==> config.mk <==
export PLATFORM = sky130hd
export DESIGN_NAME = move_list_seq
export DESIGN_NICKNAME = d
export VERILOG_FILES = /design/src/rtl/move_list_seq.sv
export SDC_FILE = /design/constraint.sdc
export NUM_CORES = 1
export LEC_CHECK = 0
export CORE_UTILIZATION = 35
export CTS_CLUSTER_DIAMETER = 120
export DETAILED_ROUTE_END_ITERATION = 12
export PLACE_DENSITY = 0.66
export SYNTH_ARGS = -nofsm -noshare
export SYNTH_HDL_FRONTEND = slang
export SYNTH_SLANG_ARGS = --single-unit
==> constraint.sdc <==
create_clock -name clk -period 3.85 [get_ports clk]
set_input_delay 0.77 -clock clk [delete_from_list [all_inputs] [get_ports clk]]
set_output_delay 0.77 -clock clk [all_outputs]
set_load 0.01 [all_outputs]
==> src/rtl/move_list_seq.sv <==
// Move-list sequencer: drains the move generator FIFO into RAM,
// then writes the move-count header and a zero terminator.
module move_list_seq #(
  parameter int BASE_ADDR = 17,
  parameter int HDR_ADDR  = 16,
  parameter int MAX_MOVES = 255
) (
  input  logic         clk,
  input  logic         reset,
  input  logic         start,
  output logic         busy,
  output logic         done,
  output logic [14:0]  move_count,
  output logic         overflow,
  output logic         lmg_reset,
  input  logic         lmg_done,
  output logic         lmg_rden,
  input  logic [151:0] lmg_fifo_out,
  input  logic         lmg_fifo_empty,
  input  logic         host_wr,
  output logic         ram_wren,
  output logic [14:0]  ram_wraddr,
  output logic [31:0]  ram_data
);

  typedef enum logic [3:0] {
    S_IDLE, S_LRST, S_WAIT, S_POP, S_LATCH,
    S_SCAN, S_HDR, S_TERM, S_DONE
  } state_t;

  localparam logic [14:0] BASE = 15'(BASE_ADDR);
  localparam logic [14:0] HDR  = 15'(HDR_ADDR);
  localparam logic [14:0] MAXC = 15'(MAX_MOVES);

  state_t         state_q, state_d;
  logic [151:0]   word_q, word_d;
  logic [2:0]     slot_q, slot_d;
  logic [14:0]    cnt_q, cnt_d;
  logic           ovf_q, ovf_d;
  logic           anyv_q, anyv_d;

  logic [7:0]     slot_base;
  logic [18:0]    slot_bits;
  logic [14:0]    cnt_inc;
  logic           wr;
  logic [14:0]    waddr;
  logic [31:0]    wdata;
  logic           lrst;
  logic           rden;

  assign slot_base = 8'(slot_q) * 8'd19;
  assign slot_bits = word_q[slot_base +: 19];
  assign cnt_inc   = cnt_q + 15'd1;

  always_ff @(posedge clk) begin
    if (reset) begin
      state_q <= S_IDLE;
      word_q  <= '0;
      slot_q  <= '0;
      cnt_q   <= '0;
      ovf_q   <= 1'b0;
      anyv_q  <= 1'b0;
    end else begin
      state_q <= state_d;
      word_q  <= word_d;
      slot_q  <= slot_d;
      cnt_q   <= cnt_d;
      ovf_q   <= ovf_d;
      anyv_q  <= anyv_d;
    end
  end

  always_comb begin
    state_d = state_q;
    word_d  = word_q;
    slot_d  = slot_q;
    cnt_d   = cnt_q;
    ovf_d   = ovf_q;
    anyv_d  = anyv_q;
    wr      = 1'b0;
    waddr   = BASE + cnt_q;
    wdata   = '0;
    lrst    = 1'b0;
    rden    = 1'b0;
    unique case (state_q)
      S_IDLE, S_DONE: begin
        if (start) begin
          cnt_d   = '0;
          ovf_d   = 1'b0;
          state_d = S_LRST;
        end
      end
      S_LRST: begin
        lrst    = 1'b1;
        state_d = S_WAIT;
      end
      S_WAIT: begin
        if (lmg_done)
          state_d = lmg_fifo_empty ? S_HDR : S_POP;
      end
      S_POP: begin
        rden    = 1'b1;
        state_d = S_LATCH;
      end
      S_LATCH: begin
        word_d  = lmg_fifo_out;
        slot_d  = '0;
        anyv_d  = 1'b0;
        state_d = S_SCAN;
      end
      S_SCAN: begin
        wdata = {14'b0, slot_bits[17:0]};
        if (!slot_bits[18]) begin
          // A host write owns the RAM port: freeze on this slot
          if (!host_wr) begin
            wr     = 1'b1;
            cnt_d  = cnt_inc;
            anyv_d = 1'b1;
            if (cnt_inc == MAXC) begin
              ovf_d   = 1'b1;
              state_d = S_HDR;
            end else if (slot_q == 3'd7) begin
              state_d = lmg_fifo_empty ? S_HDR : S_POP;
            end else begin
              slot_d = slot_q + 3'd1;
            end
          end
        end else if (slot_q == 3'd7) begin
          state_d = (!anyv_q || lmg_fifo_empty) ? S_HDR : S_POP;
        end else begin
          slot_d = slot_q + 3'd1;
        end
      end
      S_HDR: begin
        waddr = HDR;
        wdata = {17'b0, cnt_q};
        if (!host_wr) begin
          wr      = 1'b1;
          state_d = S_TERM;
        end
      end
      S_TERM: begin
        if (!host_wr) begin
          wr      = 1'b1;
          state_d = S_DONE;
        end
      end
      default: state_d = S_IDLE;
    endcase
  end

  assign busy       = (state_q != S_IDLE) && (state_q != S_DONE);
  assign done       = (state_q == S_DONE);
  assign move_count = cnt_q;
  assign overflow   = ovf_q;
  assign lmg_reset  = lrst;
  assign lmg_rden   = rden;
  assign ram_wren   = wr & ~reset;
  assign ram_wraddr = waddr;
  assign ram_data   = wdata;

endmodule
==> results.cfg <==
[outcome]
run_status = completed

[power]
pwrdens_mw_per_mm2 = 477
static-leakage-power_nw = 3.68
vdd.ir_drop.worst_uv = 288

[clock_network]
cts_tree = yes
cts_made_buffers = 17
cts_sinks = 176
clock_latency_ps = 430
clock_tree.buffer_depth = 2
clkSlewWorstSetupHoldPaths_ps = 60
ctsRootBufferMaster = sky130_fd_sc_hd__clkbuf_16
cts.htree.levels = 4

[routing]
detailroute.via_count = 7709
post-route-drc-count = 0
drt_wl_total_mm = 26.3
drt-vias-per-instance = 5.04
ant_nets = 0
dr.pass1.iters = 5
detail_route.iter0.violations = 584
detail_route.wl_per_cell_um = 17.2

[synthesis]
synth.yosys.warnings = 0
synth.cell_area_mm2 = 0.00840
synth-edff-count = 0
synth_top_area_cell = sky130_fd_sc_hd__dfxtp_1
synth_top_flop_cell = sky130_fd_sc_hd__dfxtp_1
postSynth.asyncResetShare = 0
synth-seq-area-share = 0.420
syn_avg_cell_area_um2 = 8.07
postSynthRegisterBits = 176
synth.lib_cells_used.distinct = 53
yosysTopAreaCellShare = 0.420
syn-instance-count = 1041
synth_area_leaders = sky130_fd_sc_hd__dfxtp_1, sky130_fd_sc_hd__nand2_1, sky130_fd_sc_hd__mux4_2, sky130_fd_sc_hd__a21oi_1, sky130_fd_sc_hd__clkbuf_1

[cells_and_area]
final_layout_size_suffix_gt1_frac = 0.0826
final_cell_count_no_fill = 1531
final_nets = 1360
syn2layout_area_growth_pct = 33.2

[setup_path]
cp-startpoint = slot_q[0]$_SDFFE_PP0P_
setup.worst_path.end = ram_data[14]
worst_r2r_endpoint = state_q[0]$_SDFFE_PP0P_
length_in_cells_of_the_worst_reg_to_reg_path = 8
critical_path.endpoint_type = primary output
startpoint_type = register
crit_fanout = 26
critPathArrivalTime_ps = 2750
reg2reg_setup_slack_ps = 1020
worstReg2RegStart = move_count[0]$_SDFFE_PP0P_
worstSetupPathType = reg -> out
critPathRequiredTime_ps = 3080

[sta]
worstMarginPinSlew_ps = 1040
finalMaxSlewViolations = 0
timing.final.crit_share = 0.914
setup_viol = 0
hold_ws_ps = 454
hold_viol = 0
max_clock_freq_mhz = 284
grt_setup_unrepaired = no
timing.slew.headroom = 0.306
finalSetupTns_ps = 0
clock-skew-final_ps = 6.25
post-route-min-period_ps = 3520

[flow_run]
max_cap_violations = 0

[placement]
dp_cell_count = 1498
io_buffer_count = 211
finalWeightedCongestion = 0.875
dp.final_hpwl_mm = 19.7

[global_routing]
overflow = 0
grt_antenna_before_repair = 5
grt_start_max_net_pins = 153
grt_first_pass_wirelength_mm = 40.2
grt.total_usage = 0.218
grt_pass1_vias = 7226

[min_path]
hold_class = reg -> reg
worstHoldStart = word_q[33]$_SDFFE_PP0P_

[floorplanning]
die_y_um = 157
initial_utilization = 0.358
top_level_ports = 226
core_area_mm2 = 0.0235
design.die.area_mm2 = 0.0246
die_w_um = 157
core.rowCount = 56
## state kept, by name, summed over array words and instances (netlist names)
name and flops:
move_count 15, slot_q 3, state_q 4, anyv_q 1
overflow 1, word_q 152
## cells by family after synthesis
kind of cell	count (synthesis)	share of synthesized area
buffers and inverters	103	0.0566
DFF	176	0.420
muxes	60	0.130
other	1	0.000447
AOI/OAI and AO/OA	207	0.132
xor gates and xnor gates	29	0.0302
and+or+nand+nor	461	0.226
adders and majority gates	4	0.00596
## where the power goes
group	switching [W]	internal, W	total [W]
registers	0.000252	0.00213	0.00238
logic	0.000777	0.000588	0.00136
clock network	0.000731	0.000857	0.00159
total	0.00176	0.00358	0.00534
## placed cells by master, fill, tap and decap left out, drive strengths merged, types with 15 or more instances in the layout
| cell type | netlist | final |
|---|---|---|
| nand2 | 337 | 337 |
| clkdlybuf4s50 | 0 | 210 |
| dfxtp | 176 | 176 |
| a21oi | 165 | 165 |
| nor2 | 61 | 61 |
| mux4 | 38 | 38 |
| o21ai | 21 | 21 |
| mux2i | 20 | 20 |
| clkbuf | 66 | 19 |
| xnor2 | 15 | 15 |
| buf | 34 | 15 |
## final cells by class
| cell class | count | area (um^2) |
|---|---|---|
| inverter | 3 | 11.3 |
| fill | 2294 | 12300 |
| antenna | 1 | 2.50 |
| timing repair buffer | 225 | 2240 |
| tap | 319 | 399 |
| clock buffer | 19 | 453 |
| clock inverter | 13 | 88.8 |
| sequential | 176 | 3530 |
| multi-input combinational | 775 | 4460 |
## worst min path at each step
stage               depth (start not counted)                  endpoint
floorplan                                   2  word_q[114]$_SDFFE_PP0P_
global placement                            2  word_q[110]$_SDFFE_PP0P_
detailed placement                          2   word_q[62]$_SDFFE_PP0P_
CTS                                         2   word_q[62]$_SDFFE_PP0P_
global route                                2  word_q[149]$_SDFFE_PP0P_
finish                                      2   word_q[33]$_SDFFE_PP0P_
## metrics by stage
step                      setup WS, ps  cell area (um^2)  total power [W]   util
final                              330             11200          0.00534  0.476
after global routing               160             11200          0.00562  0.476
after CTS                          133             11200          0.00536  0.476
after detailed placement           599             10600          0.00379  0.453
after global placement             628             10600          0.00377  0.453
after floorplan                   1270              8450          0.00322      -
## repair_timing
item,in CTS,in global routing
hold buffers,0,0
gates resized for setup,0,1
endpoints found under the setup margin,0,1
buffers inserted,0,0
## synthesized netlist by cell type (2+ instances only)
cell type                  instances
sky130_fd_sc_hd__and3_1            2
sky130_fd_sc_hd__dfxtp_1         176
sky130_fd_sc_hd__nand3b_1          3
sky130_fd_sc_hd__mux2i_1          19
sky130_fd_sc_hd__clkbuf_1         66
sky130_fd_sc_hd__buf_4            15
sky130_fd_sc_hd__buf_2            14
sky130_fd_sc_hd__buf_6             2
sky130_fd_sc_hd__a21oi_1         165
sky130_fd_sc_hd__mux2_2            2
sky130_fd_sc_hd__xnor2_1          15
sky130_fd_sc_hd__buf_1             3
sky130_fd_sc_hd__nor2_1           61
sky130_fd_sc_hd__nand2b_1          9
sky130_fd_sc_hd__or3_1             2
sky130_fd_sc_hd__nor3b_1           4
sky130_fd_sc_hd__a31oi_1           2
sky130_fd_sc_hd__inv_1             3
sky130_fd_sc_hd__nor2b_1           4
sky130_fd_sc_hd__ha_1              4
sky130_fd_sc_hd__a31o_1            4
sky130_fd_sc_hd__nand4_1           5
sky130_fd_sc_hd__nand3_1          12
sky130_fd_sc_hd__nor3_1           11
sky130_fd_sc_hd__and2_1            3
sky130_fd_sc_hd__a211oi_1          3
sky130_fd_sc_hd__o21ai_0          21
sky130_fd_sc_hd__xor2_1           14
sky130_fd_sc_hd__mux4_2           38
sky130_fd_sc_hd__nand2_1         336
## worst max-delay path, stage by stage (launching register included)
cell                              delay, ps
sky130_fd_sc_hd__dfxtp_4                540
sky130_fd_sc_hd__buf_12                 280
sky130_fd_sc_hd__mux4_2                 530
sky130_fd_sc_hd__mux2i_1                340
sky130_fd_sc_hd__o21ai_0                120
sky130_fd_sc_hd__clkdlybuf4s50_1        490
## routing by layer
metal	wire, um	share of wire	GRT usage	vias up
li1	-	-	-	3788
met1	10900	0.41	0.276	3557
met2	12200	0.46	0.350	302
met3	2360	0.090	0.0589	54
met4	819	0.031	0.0873	8
met5	55	0.0021	0	-
(Power assumes the default switching activity.)
